File: config.mk
export PLATFORM = sky130hd
export DESIGN_NAME = fxyz_sweep
export DESIGN_NICKNAME = d
export VERILOG_FILES = /design/src/rtl/fxyz_sweep_pkg.sv /design/src/rtl/fxyz_sweep_first_diff8.sv /design/src/rtl/fxyz_sweep.sv
export SDC_FILE = /design/constraint.sdc
export NUM_CORES = 1
export LEC_CHECK = 0
export ABC_AREA = 1
export CAP_MARGIN = 40
export CORE_MARGIN = 5
export CORE_UTILIZATION = 35
export CTS_BUF_LIST = sky130_fd_sc_hd__clkbuf_4
export CTS_CLUSTER_DIAMETER = 80
export DETAILED_ROUTE_END_ITERATION = 16
export HOLD_SLACK_MARGIN = 0.15
export PLACE_DENSITY_LB_ADDON = 0.05
export SLEW_MARGIN = 20
export SYNTH_ARGS = -nofsm -noshare
export SYNTH_HDL_FRONTEND = slang
export SYNTH_SLANG_ARGS = --single-unit
File: constraint.sdc
create_clock -name clk -period 2.1 [get_ports clk]
set_input_delay 0.525 -clock clk [delete_from_list [all_inputs] [get_ports clk]]
set_output_delay 0.525 -clock clk [all_outputs]
set_load 0.05 [all_outputs]
File: src/rtl/fxyz_sweep_pkg.sv
// fxyz_sweep_pkg
//   Shared types and sizes for the fxyz truth-table sweeper.
//   N_IN  : number of inputs of the swept function block
//   N_VEC : number of input vectors applied per sweep (2**N_IN)
//   CNT_W : width of the settle counter (covers SETTLE_CYC up to 15)
package fxyz_sweep_pkg;

    localparam int N_IN  = 3;
    localparam int N_VEC = 8;
    localparam int CNT_W = 4;

    typedef enum logic [1:0] {
        IDLE   = 2'd0,
        SETTLE = 2'd1,
        SAMPLE = 2'd2,
        DONE   = 2'd3
    } sweep_state_t;

endpackage

File: src/rtl/fxyz_sweep_first_diff8.sv
// first_diff8
//   Combinational lowest-set-bit encoder for an 8-bit difference vector.
//   Ports:
//     diff  in  8  table ^ expected
//     idx   out 3  index of the lowest set bit (0 when none set)
//     any   out 1  at least one bit of diff is set
module first_diff8
    import fxyz_sweep_pkg::*;
(
    input  logic [N_VEC-1:0] diff,
    output logic [N_IN-1:0]  idx,
    output logic             any
);

    always_comb begin
        idx = '0;
        any = 1'b0;
        // First hit while scanning upward wins, giving the lowest index.
        for (int unsigned i = 0; i < N_VEC; i++) begin
            if (diff[i] && !any) begin
                idx = N_IN'(i);
                any = 1'b1;
            end
        end
    end

endmodule

File: src/rtl/fxyz_sweep.sv
// fxyz_sweep
//   Clocked sweeper for a 3-input combinational function block. Drives all
//   8 input vectors in order, holds each SETTLE_CYC+1 cycles, samples the
//   block output into an 8-bit truth table and compares it with an
//   expected mask captured when the sweep is accepted.
//   Parameter:
//     SETTLE_CYC  cycles per vector before the sample cycle (1..15)
//   Ports:
//     clk       in   clock, rising edge
//     reset     in   asynchronous active-high reset
//     start     in   sweep request, accepted only when idle
//     expected  in 8 expected truth table (bit i = output for vector i)
//     s         in   function block output
//     x, y, z   out  vector to the function block ({x,y,z} = index)
//     busy      out  sweep in progress (accept edge until DONE is left)
//     done      out  one-cycle result-valid pulse
//     table_o   out 8 sampled truth table
//     mismatch  out  table_o differs from the captured expectation
//     err_idx   out 3 lowest differing vector index (0 if none)
module fxyz_sweep
    import fxyz_sweep_pkg::*;
#(
    parameter int SETTLE_CYC = 1
) (
    input  logic       clk,
    input  logic       reset,
    input  logic       start,
    input  logic [7:0] expected,
    input  logic       s,
    output logic       x,
    output logic       y,
    output logic       z,
    output logic       busy,
    output logic       done,
    output logic [7:0] table_o,
    output logic       mismatch,
    output logic [2:0] err_idx
);

    localparam logic [CNT_W-1:0] CNT_LAST = CNT_W'(SETTLE_CYC - 1);
    localparam logic [N_IN-1:0]  IDX_LAST = N_IN'(N_VEC - 1);

    sweep_state_t     state;
    sweep_state_t     state_nxt;
    logic [N_IN-1:0]  idx;
    logic [CNT_W-1:0] cnt;
    logic [N_VEC-1:0] exp_q;
    logic [N_VEC-1:0] table_nxt;
    logic [N_IN-1:0]  diff_idx;
    logic             diff_any;
    logic             accept;
    logic             sample_en;
    logic             last_vec;

    assign {x, y, z} = idx;
    assign last_vec  = (idx == IDX_LAST);

    // State register
    always_ff @(posedge clk or posedge reset) begin
        if (reset) begin
            state <= IDLE;
        end else begin
            state <= state_nxt;
        end
    end

    // Next-state and control decode
    always_comb begin
        state_nxt = state;
        accept    = 1'b0;
        sample_en = 1'b0;
        busy      = 1'b1;
        done      = 1'b0;
        case (state)
            IDLE: begin
                busy = 1'b0;
                if (start) begin
                    accept    = 1'b1;
                    state_nxt = SETTLE;
                end
            end
            SETTLE: begin
                if (cnt == CNT_LAST) begin
                    state_nxt = SAMPLE;
                end
            end
            SAMPLE: begin
                sample_en = 1'b1;
                state_nxt = last_vec ? DONE : SETTLE;
            end
            DONE: begin
                done      = 1'b1;
                state_nxt = IDLE;
            end
            default: begin
                state_nxt = IDLE;
            end
        endcase
    end

    // Table as it will be after this cycle's sample, so the final compare
    // can be registered on the same edge that enters DONE.
    always_comb begin
        table_nxt      = table_o;
        table_nxt[idx] = s;
    end

    first_diff8 u_first_diff8 (
        .diff (table_nxt ^ exp_q),
        .idx  (diff_idx),
        .any  (diff_any)
    );

    // Datapath registers
    always_ff @(posedge clk or posedge reset) begin
        if (reset) begin
            idx      <= '0;
            cnt      <= '0;
            exp_q    <= '0;
            table_o  <= '0;
            mismatch <= 1'b0;
            err_idx  <= '0;
        end else if (accept) begin
            idx      <= '0;
            cnt      <= '0;
            exp_q    <= expected;
            table_o  <= '0;
            mismatch <= 1'b0;
            err_idx  <= '0;
        end else begin
            if (state == SETTLE) begin
                cnt <= cnt + 1'b1;
            end
            if (sample_en) begin
                table_o <= table_nxt;
                if (last_vec) begin
                    mismatch <= diff_any;
                    err_idx  <= diff_idx;
                end else begin
                    idx <= idx + 1'b1;
                    cnt <= '0;
                end
            end
        end
    end

endmodule

==> results of run 1 <==
[cell type report]
cell class	count	area share, %
Timing Repair Buffer	43	17.9
Tap cell	67	3.74
Inverter	37	6.19
Sequential cell	29	32.4
Multi-Input combinational cell	161	37.6
Clock inverter	3	0.558
Clock buffer	5	1.67
[power breakdown]
group          internal (W)  switching (W)  total, W
registers          0.000752       0.000197  0.000949
clock network      0.000121       0.000199  0.000320
logic              0.000715        0.00130   0.00201
total               0.00159        0.00169   0.00328
[cells by family (layout without fill, tap and decap cells)]
logic type,count (synthesis),after routing,share of synthesized area [%]
AO/OA/AOI/OAI,33,33,11.0
AND/OR/NAND/NOR,121,121,32.3
buffers and inverters,41,88,9.46
adder cells (fa/ha/maj),4,4,2.89
flip-flops,29,29,41.9
XOR/XNOR,3,3,2.38
[registers in the layout, indices dropped and copies added, names as in the netlist]
signal and cells:
cnt 4, err_idx 3, exp_q 8, mismatch 1, state 2, table_o 8, idx 3
[per-stage QoR]
| step | TNS [ns] | total power (W) | hold WS, ns |
|---|---|---|---|
| CTS | 0 | 0.00333 | 0.489 |
| finish | 0 | 0.00328 | 0.484 |
| global placement | -0.351 | 0.00298 | 0.465 |
| detailed placement | -0.278 | 0.00299 | 0.467 |
| global route | 0 | 0.00359 | 0.533 |
| floorplan | 0 | 0.00235 | 0.510 |
[cell usage in the layout, fill, tap and decap left out, drive strengths merged]
master,count
nand2,67
inv,37
nand3,32
dfrtp,29
o21ai,22
clkdlybuf4s50,20
buf,20
nor2,13
nand4,7
o22ai,5
clkbuf,5
ha,4
dlymetal6s2s,3
xor2,3
clkinv,3
o211ai,2
a211oi,1
a21oi,1
nor3,1
a31oi,1
nor3b,1
a41oi,1
[worst paths after layout]
path	to	slack, ns	depth (start not counted)
max	table_o[0]	0.05	1
min	err_idx[1]$_DFFE_PP0P_	0.48	2
max reg2reg	mismatch$_DFFE_PP0P_	0.28	11
min reg2reg	err_idx[1]$_DFFE_PP0P_	0.48	2
max in group asynchronous	table_o[5]$_DFFE_PP0P_	1.26	3
min in group asynchronous	exp_q[0]$_DFFE_PP0P_	0.56	3
[per-layer routing]
layer,GRT usage [%],share of wire (%)
met5,0,0
met4,5.07,0.86
met3,3.92,4.2
met2,23.0,45
met1,18.5,50
[what timing repair did]
action	CTS	global route
setup buffers	0	0
gates resized for setup	0	3
endpoints found under the setup margin	0	3
==> results.txt, run 1 <==
----------------------------------------------------
[Power]
  Leak ... 1.17 nW
  Peak ir drop on the vdd network ... 689 uV
  Power per cell area ... 1460 nW/um2

[Setup path]
  Slowest library cell on the worst path ... clkdlybuf4s50_1
  Family with the most delay on the worst path ... buffers and inverters
  Type of the setup path with the least slack ... flip-flop to output pin
  Kind of launch point of the worst setup path ... flip-flop
  Delay of the slowest cell on the worst path ... 0.81 ns
  Total buffers and inverters traversed by the critical path ... 1
  CP Cell Sequence ... clkdlybuf4s50_1
  Crit path max fanout ... 3
  R2R Path Start ... idx[2]$_DFFE_PP0P_
  First element of the critical path ... table_o[0]$_DFFE_PP0P_
  Worst setup EP type ... output pin
  Data required time at the worst endpoint ... 1.57 ns
  Worst endpoint data arrival time ... 1.52 ns

[GRT]
  Total global routing overflow ... 0
  Initial antenna violation count ... 0
  Largest net degree at the start of global routing ... 30
  Wire length of the first global-routing pass ... around 7.1 mm
  Vias in the first global route ... ~1600
  Overall global routing resource usage ... 14.4%

[Floorplan]
  Core Rows ... 25
  Die Area ... 6460 um2
  Io pins ... 29
  Effective utilization at floorplan ... 36.4%
  Overall die height ... 80.4 um
  Die Width ... 80.4 um
  Core area ... 4750 um2

[Routing]
  Length of the first detailed-routing pass in iterations ... 5
  Final ANT Viol Nets ... 0
  DRC marker count from the first detailed-route iteration ... between 50 and 60
  Routed via count divided by cell count ... 4.59
  Routed len/inst ... 12.1 um
  Wire length reported by the detailed router ... 4.19 mm
  Number of vias in the routed layout ... 1582
  Drc violations ... 0

[Clock network]
  Clock tree from TritonCTS ... yes
  Root buffer cell ... clkbuf_4
  Source-to-sink clock delay at the later pin of the worst-skew pair ... 0.33 ns
  Count of H-tree levels built during CTS ... 2
  Clock buffers created by TritonCTS ... 5
  Clock-pin slew on the worst setup and hold paths ... 0.09 ns
  # hold bufs at CTS ... 0
  Clock sink count ... 29
  CTS Buffer Depth ... 2

[Layout]
  Multi-input combinational cell area ... around 840 um2
  Share of post-route cells with drive strength above 1 ... 15.1%
  Final layout net count ... 293
  # fillers ... 519
  Area delta synth->final ... 29.4%
  Number of standard cells in the layout, taps in and fillers out ... around 350
  Ant diodes ... 0
  Layout Cell Area excl Fill ... 2240 um2
  Final standard cell utilization of the core ... 47.2%
  FF/Latch Area ... 726 um2

[Yosys]
  Synth Flop Type ... dfrtp_1
  Synthesized cell area ... 1730 um2
  Biggest area contributors in the synthesized netlist ... dfrtp_1 42%, nand2_1 14%, nand3_1 8.4%, inv_1 7.4%, o21ai_0 5.2%
  Avg Cell Area, Syn ... 7.50 um2
  Number of synthesized register bits ... 29
  Synth Warn # ... 0
  Share of the yosys chip area belonging to registers ... roughly two fifths
  Area share of the leading cell type in the synthesized netlist ... 41.9%
  Synth cell count leaders ... 64 x nand2_1, 34 x inv_1, 29 x dfrtp_1, 29 x nand3_1, 18 x o21ai_0
  Post-Synthesis Net Count ... 247
  Number of flops mapped to enable cells by yosys ... 0
  Synth area leader ... dfrtp_1
  Most frequent cell after synthesis ... nand2_1
  Synthesized instance count ... ~230
  Cell variety after synth ... 28
  Async set-reset flop share out of synthesis ... 100%

[Timing]
  Setup repair after global routing missed its margin ... false
  Layout Skew ... 0.0134 ns
  Crit path setup slack, layout ... roughly 0.051 ns
  Slew Viols, Final ... 0
  Period minus WS final ... 2.05 ns
  Worst-Margin Slew ... 0.504 ns
  Remaining max-slew budget at the tightest pin ... 66.3%
  Achievable frequency ... approximately 0.49 GHz
  Number of endpoints with negative hold slack in the final report ... 0
  Final-report setup violation count ... 0
  Final period util ... 97.6%

[Worst hold path]
  Class of the worst hold path ... flip-flop to flip-flop
  Worst hold start ... err_idx[1]$_DFFE_PP0P_

[Placement]
  Area after DPL ... 2180 um2
  Worst slack at placement ... -0.106 ns
  Number of placed instances, taps included ... 337
  Final weighted congestion in routability-driven placement ... 0.825
  Number of port buffers ... 28
  Detailed Place HPWL ... 3.14 mm

[Flow run]
  Maximum Capacitance Violations ... 0

[Run status]
  Status ... finished, final reports clean

----------------------------------------------------
Power figures use the tool's default switching activity.
==> run 2: changes to the inputs <==
Settings changed: CAP_MARGIN 40 to 20, CORE_MARGIN 5 to 2.
==> run 2 against run 1 <==
  * Die area decreased by 14%
  * Combinational power barely moved
  * Clock skew increased by 0.0047 ns
  * Sequential cell count unchanged
  * Critical path type unchanged
==> results.txt, run 2 (same netlist as run 1, synthesis figures left out) <==
----------------------------------------------------
[Timing]
  Final total negative setup slack ... 0 ns
  Remaining max-slew budget at the tightest pin ... between 60% and 70%
  Achievable frequency ... 0.491 GHz
  Crit path setup slack, layout ... between 0.06 and 0.07 ns
  Setup repair after global routing missed its margin ... false
  Worst-Margin Slew ... between 0.5 and 0.6 ns
  Final period util ... 97.0%
  Period minus WS final ... about 2.0 ns
  Final-report setup violation count ... 0
  Slew Viols, Final ... 0
  Layout Skew ... between 0.015 and 0.02 ns
  Number of endpoints with negative hold slack in the final report ... 0

[Setup path]
  Worst endpoint data arrival time ... 1.51 ns
  Crit path max fanout ... 3
  CP Cell Sequence ... clkdlybuf4s50_1
  Delay of the slowest cell on the worst path ... 0.81 ns
  Kind of launch point of the worst setup path ... flip-flop
  Worst reg2reg endpoint ... mismatch$_DFFE_PP0P_
  Slowest library cell on the worst path ... clkdlybuf4s50_1
  Total buffers and inverters traversed by the critical path ... 1
  First element of the critical path ... table_o[0]$_DFFE_PP0P_
  Worst setup EP type ... output pin
  Data required time at the worst endpoint ... 1.57 ns
  R2R Path Start ... idx[2]$_DFFE_PP0P_
  Family with the most delay on the worst path ... buffers and inverters
  Register-to-register setup slack ... between 0.2 and 0.3 ns
  Type of the setup path with the least slack ... flip-flop to output pin
  Number of cells traversed by the worst register-to-register path ... 11

[Placement]
  Detailed Place HPWL ... 3.07 mm
  Worst slack at placement ... -0.0882 ns
  Final weighted congestion in routability-driven placement ... 0.834
  Number of port buffers ... 28
  Number of placed instances, taps included ... 337
  Area after DPL ... 2180 um2

[Layout]
  Leading cell type in the layout, fill and taps excluded ... nand2_1
  Largest registers ranked by flip-flop count ... exp_q (8), table_o (8), cnt (4)
  Final standard cell utilization of the core ... between 40% and 50%
  Final layout net count ... approximately 290
  Ant diodes ... 0
  Share of post-route cells with drive strength above 1 ... 15.5%
  Top library cells by usage in the layout, fill and taps aside ... 64 x nand2_1, 34 x inv_1, 29 x nand3_1, 29 x dfrtp_1, 22 x clkdlybuf4s50_1
  Layout Cell Area excl Fill ... 2270 um2
  Area delta synth->final ... 30.8%
  Number of standard cells in the layout, taps in and fillers out ... 345

[GRT]
  Wire length of the first global-routing pass ... roughly 6.9 mm
  Overall global routing resource usage ... 16.6%
  Largest net degree at the start of global routing ... 30
  Global Route met1 Usage ... 21.8%
  Global-route layer with the greatest usage ... met2
  Initial antenna violation count ... 0
  Grt met2 use ... a little over a quarter
  M3 GR Usage ... 4.61%
  Total global routing overflow ... 0
  Vias in the first global route ... 1508

[Clock network]
  Clock sink count ... 29
  Count of H-tree levels built during CTS ... 2
  Clock tree from TritonCTS ... yes
  Source-to-sink clock delay at the later pin of the worst-skew pair ... approximately 0.33 ns
  Clock buffers created by TritonCTS ... 5
  # hold bufs at CTS ... 0
  Postcts setup bufs ... 0
  CTS Buffer Depth ... 2
  Clock-pin slew on the worst setup and hold paths ... around 0.1 ns
  Root buffer cell ... clkbuf_4

[Worst hold path]
  Worst hold path cell count ... 2
  Class of the worst hold path ... flip-flop to flip-flop
  Worst hold start ... err_idx[2]$_DFFE_PP0P_
  Worst-case hold path end point ... err_idx[2]$_DFFE_PP0P_

[Routing]
  Routed via count divided by cell count ... between 4 and 5
  Routed len/inst ... 11.8 um
  Drc violations ... 0
  Number of vias in the routed layout ... about 1600
  Wire length reported by the detailed router ... 4.06 mm
  Final ANT Viol Nets ... 0
  DRC marker count from the first detailed-route iteration ... 58
  Length of the first detailed-routing pass in iterations ... 4

[Run status]
  Status ... finished, final reports clean

[Floorplan]
  Io pins ... 29
  Core area ... about 4800 um2
  Die Width ... 74.4 um
  Overall die height ... between 70 and 80 um
  Effective utilization at floorplan ... 36.4%
  Die Area ... 5530 um2
  Core Rows ... 25

[Power]
  Power per cell area ... about 1500 nW/um2
  Leak ... roughly 1.1 nW
  Peak ir drop on the vdd network ... 605 uV

[Flow run]
  Maximum Capacitance Violations ... 0

----------------------------------------------------
run 2: worst reg2reg max path, stage by stage (launching register included):
cell and delay (ns):
dfrtp_1 0.59, inv_2 0.15, nand3_2 0.11, nand2_1 0.08
nand3_1 0.09, nand2_1 0.08, nor2_1 0.14, nand2_2 0.10
nor2_4 0.10, nand3_1 0.07, o21ai_1 0.12, nand2_1 0.06
run 2: stage by stage:
| step | hold slack, ns | power (W) |
|---|---|---|
| final | 0.491 | 0.00340 |
| after global routing | 0.517 | 0.00372 |
| after CTS | 0.498 | 0.00344 |
| after detailed placement | 0.472 | 0.00297 |
| after global placement | 0.465 | 0.00297 |
| after floorplan | 0.510 | 0.00235 |
run 2: timing repair:
item | 4_1_cts | 5_1_grt
resized for setup | 0 | 1
endpoints found under the setup margin | 0 | 1
hold endpoints to repair | 0 | 0
run 2: layer usage:
metal / routed length (um) / vias to the layer above
met2: 1840 / 27
met1: 2010 / 733
met5: 0 / -
li1: - / 845
met4: 48 / 0
met3: 157 / 4
run 2: worst max-delay path by stage:
stage / end / slack (ns) / cells past startpoint
after floorplan: mismatch$_DFFE_PP0P_ / 0.22 / 13
after global placement: mismatch$_DFFE_PP0P_ / -0.08 / 11
after detailed placement: mismatch$_DFFE_PP0P_ / -0.09 / 11
after CTS: table_o[3] / 0.02 / 1
after global routing: table_o[4] / 0.002 / 1
final: table_o[0] / 0.06 / 1
run 2: area by class of cell:
class | count | area, um2
tap | 67 | 83.8
clock inverter | 3 | 41.3
multi-input combinational | 161 | 843
inverter | 37 | 139
timing repair buffer | 43 | 395
fill | 518 | 2490
sequential | 29 | 726
clock buffer | 5 | 37.5
run 2: power by group:
group / total [W] / leakage, nW / switching [W] / internal [W]
registers: 0.000945 / 0.381 / 0.000193 / 0.000752
clock network: 0.000452 / 0.0389 / 0.000206 / 0.000246
logic: 0.00200 / 0.725 / 0.00129 / 0.000714
total: 0.00340 / 1.15 / 0.00168 / 0.00171
==> run 3: changes to the inputs <==
Settings changed: CORE_UTILIZATION 35 to 50, PLACE_DENSITY set to 0.81, PLACE_DENSITY_LB_ADDON 0.05 to not set.
==> run 3 against run 2 <==
  * Total power is 0.11% higher
  * Hold slack worse by 0.0082 ns
  * Count of clock-buffer cells in the layout stayed put
  * Clock power is 3% higher
  * Critical path depth stayed put
  * Clock skew is 0.0097 ns lower
  * Final cell count is 6.7% lower
  * Critical path type unchanged
  * Largest cell class unchanged
  * Largest power group unchanged
==> results.txt, run 3 (same netlist as run 1, synthesis figures left out) <==
----------------------------------------------------
[Clock network]
  Count of H-tree levels built during CTS ... 2
  Clock sink count ... 29
  Clock-pin slew on the worst setup and hold paths ... 0.10 ns
  CTS Buffer Depth ... 2
  Postcts setup bufs ... 0
  Clock tree from TritonCTS ... yes
  Clock buffers created by TritonCTS ... 5
  Source-to-sink clock delay at the later pin of the worst-skew pair ... 0.35 ns
  Root buffer cell ... clkbuf_4

[Setup path]
  Data required time at the worst endpoint ... 1.57 ns
  Number of cells traversed by the worst register-to-register path ... 10
  CP Cell Sequence ... clkdlybuf4s50_1
  Kind of launch point of the worst setup path ... flip-flop
  Register-to-register setup slack ... slightly below 0.3 ns
  Worst setup EP type ... output pin
  Family with the most delay on the worst path ... buffers and inverters
  Worst endpoint data arrival time ... 1.54 ns
  Slowest library cell on the worst path ... clkdlybuf4s50_1
  Worst reg2reg endpoint ... mismatch$_DFFE_PP0P_
  Total buffers and inverters traversed by the critical path ... 1
  Crit path max fanout ... 2
  Delay of the slowest cell on the worst path ... 0.80 ns
  Type of the setup path with the least slack ... flip-flop to output pin
  R2R Path Start ... idx[1]$_DFFE_PP0P_

[Layout]
  Top library cells by usage in the layout, fill and taps aside ... 64 x nand2_1, 34 x inv_1, 29 x nand3_1, 29 x dfrtp_1, 18 x o21ai_0
  Final standard cell utilization of the core ... 67.0%
  Largest registers ranked by flip-flop count ... exp_q (8), table_o (8), cnt (4)
  Leading cell type in the layout, fill and taps excluded ... nand2_1
  Ant diodes ... 0
  Final layout net count ... between 200 and 300
  Multi-input combinational cell area ... ~840 um2
  Area delta synth->final ... 29.1%
  # fillers ... 296
  FF/Latch Area ... roughly 730 um2
  Share of post-route cells with drive strength above 1 ... between 10% and 20%

[Floorplan]
  Die Area ... 3950 um2
  Die Width ... 62.9 um
  Io pins ... 29
  Overall die height ... 62.9 um
  Core area ... 3340 um2
  Effective utilization at floorplan ... between 50% and 60%
  Core Rows ... 21

[Worst hold path]
  Worst hold path cell count ... 2
  Class of the worst hold path ... flip-flop to flip-flop
  Worst hold start ... err_idx[2]$_DFFE_PP0P_
  Worst-case hold path end point ... err_idx[2]$_DFFE_PP0P_

[Timing]
  Final-report setup violation count ... 0
  Final period util ... 98.2%
  Worst-Margin Slew ... 0.512 ns
  Achievable frequency ... 0.485 GHz
  Crit path setup slack, layout ... 0.0386 ns
  Number of endpoints with negative hold slack in the final report ... 0
  Period minus WS final ... 2.06 ns
  Layout Skew ... 0.00835 ns
  Remaining max-slew budget at the tightest pin ... 65.7%
  Slew Viols, Final ... 0

[GRT]
  Overall global routing resource usage ... 22.3%
  Largest net degree at the start of global routing ... 30
  Vias in the first global route ... around 1500
  Initial antenna violation count ... 0
  Wire length of the first global-routing pass ... 6.77 mm
  Total global routing overflow ... 0

[Flow run]
  Maximum Capacitance Violations ... 0

[Run status]
  Status ... finished, final reports clean

[Routing]
  Length of the first detailed-routing pass in iterations ... 4
  Number of vias in the routed layout ... 1691
  Routed via count divided by cell count ... 5.25
  DRC marker count from the first detailed-route iteration ... 97
  Wire length reported by the detailed router ... 4.03 mm
  Drc violations ... 0
  Final ANT Viol Nets ... 0
  Routed len/inst ... 12.5 um

[Placement]
  Worst slack at placement ... -0.116 ns
  Detailed Place HPWL ... about 2.9 mm
  Final weighted congestion in routability-driven placement ... 0.891
  Number of port buffers ... 28

[Power]
  Peak ir drop on the vdd network ... 842 uV
  Power per cell area ... 1520 nW/um2
  Leak ... 1.22 nW

----------------------------------------------------
[run 3: repair_timing]
action | in CTS | in global routing
endpoints found under the setup margin | 0 | 6
hold buffers | 0 | 0
resized for setup | 0 | 6
[run 3: area by class of cell]
class | count | area share [%]
Inverter | 37 | 6.21
Clock buffer | 5 | 1.68
Tap cell | 46 | 2.57
Multi-Input combinational cell | 161 | 37.7
Clock inverter | 3 | 1.85
Timing Repair Buffer | 41 | 17.6
Sequential cell | 29 | 32.4
[run 3: metal layers]
layer,GRT usage (%),share of wire [%],vias to the layer above
met4,9.17,1.6,0
met1,27.9,43,800
li1,-,-,841
met3,6.67,5.9,7
met5,0,0,-
met2,35.9,50,43
[run 3: worst register-to-register path, stage by stage (launching register included)]
cell and delay, ns:
dfrtp_1 0.55, buf_4 0.22, nand4_1 0.17, nand3_1 0.12, nand2_1 0.05, nor2_1 0.14, nand2_2 0.10, nor2_4 0.10
nand3_1 0.07, o21ai_1 0.13, nand2_1 0.06
[run 3: where the power goes]
group          switching [W]  total [W]  internal (W)
clock network       0.000219   0.000465      0.000246
registers           0.000190   0.000942      0.000752
logic                0.00130    0.00199      0.000698
total                0.00170    0.00340       0.00170
[run 3: worst max path at each step]
stage                                      start                    to  slack [ns]  cells after the start
after detailed placement                       s  mismatch$_DFFE_PP0P_       -0.12                     11
final                     table_o[6]$_DFFE_PP0P_            table_o[6]        0.04                      1
after CTS                 table_o[1]$_DFFE_PP0P_            table_o[1]       0.006                      1
after global placement                         s  mismatch$_DFFE_PP0P_       -0.07                     11
after floorplan               idx[1]$_DFFE_PP0P_  mismatch$_DFFE_PP0P_        0.22                     13
after global routing        mismatch$_DFFE_PP0P_              mismatch      -0.004                      1
[run 3: through the flow]
step	hold WS (ns)	cells	setup TNS (ns)	area, um2	total power (W)
6_report	0.483	322	0	2240	0.00340
4_1_cts	0.490	322	0	2220	0.00341
3_5_place_dp	0.468	314	-0.322	2140	0.00294
2_1_floorplan	0.510	231	0	1730	0.00235
3_3_place_gp	0.465	314	-0.218	2140	0.00290
5_1_grt	0.525	322	-0.00367	2240	0.00370
==> patch 1, RTL diff (settings of run 2) <==
Put a register stage on the output `z`, without a reset. The value now appears one clock later. The other outputs are not delayed to match.
--- a/src/rtl/fxyz_sweep.sv
+++ b/src/rtl/fxyz_sweep.sv
@@ -42,2 +42,4 @@
 
+    logic z_d;
+
     sweep_state_t     state;
@@ -54,3 +56,3 @@
 
-    assign {x, y, z} = idx;
+    assign {x, y, z_d} = idx;
     assign last_vec  = (idx == IDX_LAST);
@@ -146,2 +148,6 @@
 
+    always_ff @(posedge clk) begin
+        z <= z_d;
+    end
+
 endmodule
Behaviour: not the same (a bounded check fails within 4 cycles, from zero or initial values and one cycle with reset high).
==> patch 1 against run 2 <==
Wire length grew 3.8%; sequential cell count grew 1; power grew 5.0%; final area grew 2.5%; setup slack lost 18 ps; sequential share of layout area grew 0.085 points; first-iteration DRC count grew 71%; combinational power grew 12%; global-route usage grew 0.36 points; synthesized area grew 4.3%; clock power shrank 23%; utilization shrank 1.6 points.
==> patch 1: results (changes against run 2) <==
* Clk slew on worst S/H paths at 110 ps
* Top cell type's share of synthesized area at 40.2% (-1.7 points)
* Status: finished, final reports clean
* Dpl cell area at 2250 um2 (+3.0%)
* Via Count at 1590 (-1.2%)
* Synth warn at 0 (unchanged)
* Vias in the first global route at 1545 (+2.5%)
* Top post-synthesis cells by area: dfrtp_1 40%, nand2_1 15%, nand3_1 7.2%
* Worst Hold Class: register to register
* GRT Total Usage at 16.9% (+0.36 points)
* Routability congestion estimate at 0.819 (-1.8%)
* Switch share at 50.7% (+1.1 points)
* Hold-fix buffers, CTS at 0 (unchanged)
* Slew @ Worst Pin at 507 ps (+4.06 ps)
* Crit path time final at 2060 ps (+18.1 ps)
* Synth Net Count at 251 (+1.6%)
* Kind of cell adding the most delay to the critical path: buffers and inverters
* Final std cells w/o fill at 352 (+2.0%)
* Number of library cell types mapped by synthesis at 28 (unchanged)
* Pin count of the biggest net entering global routing at 30 (unchanged)
* Htree depth at 2 (unchanged)
* Skew final at 19.1 ps (+1.04 ps)
* Syn_area_per_cell at 7.69 um2 (+2.5%)
* Total Wirelength at 4.22 mm (+3.8%)
* N_diodes at 0 (unchanged)
* Share of layout cells above drive strength 1 at 17.4% (+1.9 points)
* Dpl cells at 344 (+2.1%)
* Clk buf depth at 2 (unchanged)
* TritonCTS Buffers at 5 (unchanged)
* DP HPWL at 3.17 mm (+3.0%)
* First-pass detailed-route iteration total at 4 (unchanged)
* Synth cell count leaders: 70 x nand2_1, 32 x inv_1, 29 x dfrtp_1
* DR iter-0 viols at 99 (+71%)
* Sequential-to-total area share from yosys stat at 41.3% (-0.60 points)
* Later-pin clock latency in the skew report at 340 ps
* Final #Nets at 297 (+1.4%)
* IO buf count at 28 (unchanged)
* Ys async rst share at 96.7% (-3.3 points)
* Post-Place Setup Slack at -134 ps (-45.6 ps)
* Crit path max fanout at 2 (-1)
* Largest stage delay, worst path at 810 ps (about the same)
* Worst VDD drop at 0.577 mV (-4.6%)
* Top Registers: exp_q: 8 flops, table_o: 8 flops, cnt: 4 flops
* First-pass GRT wire length at 7.20 mm (+4.7%)
* Data arrival, critical path at 1530 ps (+20 ps)
* Initial antenna violation count at 0 (unchanged)
* Leak pwr at 1.28 nW (+12%)
* CP max stage cell: clkdlybuf4s50_1
* Root Buffer: clkbuf_4
## patch 1: cell count changes after synthesis, moves of 3 or more
cell     change
o21ai_0      -6
nand3_1      -3
xor2_1       +3
nand2_2      +3
nand2_1      +6
## patch 1: metal layers
layer  vias to the layer above  routed length [um]  GRT usage, %
li1                        845                   -             -
met1                       715                2050          22.9
met2                        22                1980          26.8
met3                         8                 139          3.97
met4                         0                  58          5.26
met5                         -                   0             0
## patch 1: layout make-up
class | instances | area, um2
multi-input combinational | 163 | 862
clock buffer | 6 | 45.0
fill | 507 | 2720
tap | 70 | 87.6
sequential | 30 | 746
inverter | 37 | 141
clock inverter | 2 | 10.0
timing repair buffer | 44 | 430
## patch 1: worst paths after layout
kind / from / end / slack [ps] / cells past startpoint
setup reg to reg: idx[1] / mismatch / 330 / 10
setup / recovery: mismatch / mismatch / 40 / 1
max in group asynchronous: reset / table_o[6] / 1260 / 3
min in group asynchronous: reset / exp_q[4] / 540 / 3
hold reg to reg: err_idx[2] / err_idx[2] / 490 / 2
hold / removal: err_idx[2] / err_idx[2] / 490 / 2
## patch 1: cells by family (layout without fill, tap and decap cells)
group           Yosys count  in the layout  share of synthesized area [%]
simple gates            127            127                           33.8
xor+xnor                  5              5                           2.42
buf+inv                  42             89                           11.0
compound gates           27             27                           8.73
fa+ha+maj                 4              4                           2.77
flops                    30             30                           41.3
## patch 1: what timing repair did
item	CTS	global route
setup endpoints to repair	0	7
setup buffers	0	0
resized for setup	0	7
## patch 1: power by group through the flow
stage | Sequential [mW] | Combinational (mW) | Clock (mW)
final | 0.972 | 2.25 | 0.349
after global routing | 1.01 | 2.53 | 0.388
after CTS | 0.977 | 2.27 | 0.371
after detailed placement | 0.988 | 2.26 | 0
after global placement | 0.991 | 2.27 | 0
after floorplan | 1.18 | 1.40 | 0
==> patch 2, RTL diff (flow settings as in run 2) <==
Without the edit above. Register the inputs `start`, `expected` and `s` before use, cleared by the reset. The logic sees them one clock later. Comments in the files are not updated.
--- a/src/rtl/fxyz_sweep.sv
+++ b/src/rtl/fxyz_sweep.sv
@@ -42,2 +42,18 @@
 
+    logic start_q;
+    logic [7:0] expected_q;
+    logic s_q;
+
+    always_ff @(posedge clk or posedge reset) begin
+        if (reset) begin
+            start_q    <= '0;
+            expected_q <= '0;
+            s_q        <= '0;
+        end else begin
+            start_q    <= start;
+            expected_q <= expected;
+            s_q        <= s;
+        end
+    end
+
     sweep_state_t     state;
@@ -76,3 +92,3 @@
                 busy = 1'b0;
-                if (start) begin
+                if (start_q) begin
                     accept    = 1'b1;
@@ -104,3 +120,3 @@
         table_nxt      = table_o;
-        table_nxt[idx] = s;
+        table_nxt[idx] = s_q;
     end
@@ -125,3 +141,3 @@
             cnt      <= '0;
-            exp_q    <= expected;
+            exp_q    <= expected_q;
             table_o  <= '0;
Check against the original RTL: not equivalent (a bounded check fails within 4 cycles, from zero or initial values and one cycle with reset high).
==> patch 2 against run 2 <==
Wire length up 8.3%; sequential power up 17%; power down 7.6%; synthesized area up 16%; final area up 8.0%; sequential cell count up 10; clock skew about the same; setup slack better by 160 ps; critical path depth up 9; hold slack worse by 29 ps; largest cell class is now registers; highest routed layer unchanged.
==> patch 2: results (changes against run 2) <==
* Leak pwr at 1.36 nW (+18%)
* XOR/XNOR Fraction of Synth Area at 2.06% (-0.32 points)
* Skew final at 18.0 ps (-0.110 ps)
* Dpl cell area at 2380 um2 (+8.8%)
* Share of layout cells above drive strength 1 at 12.4% (-3.1 points)
* Crit path max fanout at 12 (+9)
* Sequential-to-total area share from yosys stat at 48.7% (+6.8 points)
* Top post-synthesis cells by area: dfrtp_1 49%, nand2_1 12%, nand3_1 8.0%
* FILL cells at 569 (+9.8%)
* Top Registers: exp_q: 8 flops, expected_q: 8 flops, table_o: 8 flops
* Synth Net Count at 260 (+5.3%)
* Final #Nets at 298 (+1.7%)
* Met3 usage at 3.73% (-0.87 points)
* Later-pin clock latency in the skew report at 370 ps (+40 ps)
* First-pass GRT wire length at 7.63 mm (+11%)
* First-pass detailed-route iteration total at 4 (unchanged)
* GRT Total Usage at 15.8% (-0.76 points)
* Post-Place Setup Slack at 255 ps (+343 ps)
* Initial antenna violation count at 0 (unchanged)
* Grt met2 use at 24.2% (-2.1 points)
* DR iter-0 viols at 80 (+38%)
* Number of library cell types mapped by synthesis at 30 (+7.1%)
* Vias in the first global route at 1623 (+7.6%)
* Routability congestion estimate at 0.821 (-1.6%)
* Adder-cell share of the synthesized area at 2.50% (-0.39 points)
* DP HPWL at 3.25 mm (+5.9%)
* Slew @ Worst Pin at 505 ps (+2.05 ps)
* Status: finished, final reports clean
* Reg area at 976 um2 (+34%)
* Total Wirelength at 4.40 mm (+8.3%)
* Synth cell count leaders: 65 x nand2_1, 39 x dfrtp_1, 36 x inv_1
* Data arrival, critical path at 2130 ps (+620 ps)
* Compound-Gate Fraction of Synth Area at 9.24% (-1.8 points)
* Clk slew on worst S/H paths at 130 ps (+30 ps)
* Met1 Use GR at 21.3% (-0.56 points)
* Vias/cell at 4.61 (-1.2%)
-- patch 2: cell count changes in the layout (fill, tap and decap cells not counted), moves of 2 or more --
cell                    run 2  this run
dfrtp_1                    29        39
clkdlybuf4s50_1            22        11
buf_4                      19        13
inv_1                      34        36
dlygate4sd2_1               0         4
dlymetal6s2s_1              1         7
nand3_2                     3         1
nand3_1                    29        32
-- patch 2: cells by family (layout without fill, tap and decap cells) --
logic type | count (synthesis) | count (layout)
and+or+nand+nor | 123 | 123
adders and majority gates | 4 | 4
buffers and inverters | 43 | 82
xor gates and xnor gates | 3 | 3
DFF | 39 | 39
AOI/OAI and AO/OA | 32 | 32
-- patch 2: cell type report --
type / instances / area share (%)
multi-input combinational: 162 / 34.0
inverter: 39 / 6.54
tap: 72 / 3.68
sequential: 39 / 39.9
timing repair buffer: 35 / 13.5
clock inverter: 3 / 0.818
clock buffer: 5 / 1.53
-- patch 2: through the flow --
step / hold slack (ps) / instances / total power, mW
after global routing: 499 / 355 / 3.44
final: 462 / 355 / 3.14
after detailed placement: 435 / 347 / 2.78
after CTS: 468 / 355 / 3.18
after floorplan: 425 / 244 / 2.35
after global placement: 433 / 347 / 2.78
-- patch 2: worst paths after layout --
path,endpoint,depth (start not counted),start,slack (ps)
max in group asynchronous,mismatch,3,reset,1170
min in group asynchronous,exp_q[4],3,reset,550
setup reg to reg,mismatch,10,idx[1],230
hold reg to reg,exp_q[5],2,expected_q[5],460
hold / removal,exp_q[5],2,expected_q[5],460
setup / recovery,mismatch,10,idx[1],230
-- patch 2: worst max-delay path, cell delays in order (launching register included) --
cell and delay (ps):
dfrtp_1 620, inv_1 160, nand3_2 120, nand2_1 70, o21ai_2 90, xor2_2 240
inv_2 70, nor2_4 110, nand3_1 70, o21ai_1 140, nand2_1 60
-- patch 2: report_power, final --
group	leakage (nW)	switching, mW	internal, mW
sequential	0.500	0.179	0.931
clock	0.0272	0.267	0.128
combinational	0.830	1.08	0.551
total	1.36	1.53	1.61
-- patch 2: repair_timing --
item                                    CTS  global route
endpoints found under the hold margin     0             0
endpoints found under the setup margin    4             7
buffers inserted                          0             0
gates resized for setup                   4             7
-- patch 2: routing by layer --
metal  wire length (um)  share of wire [%]
met5                  0                  0
met3                167                3.8
met4                 97                2.2
met2               1970                 45
met1               2160                 49
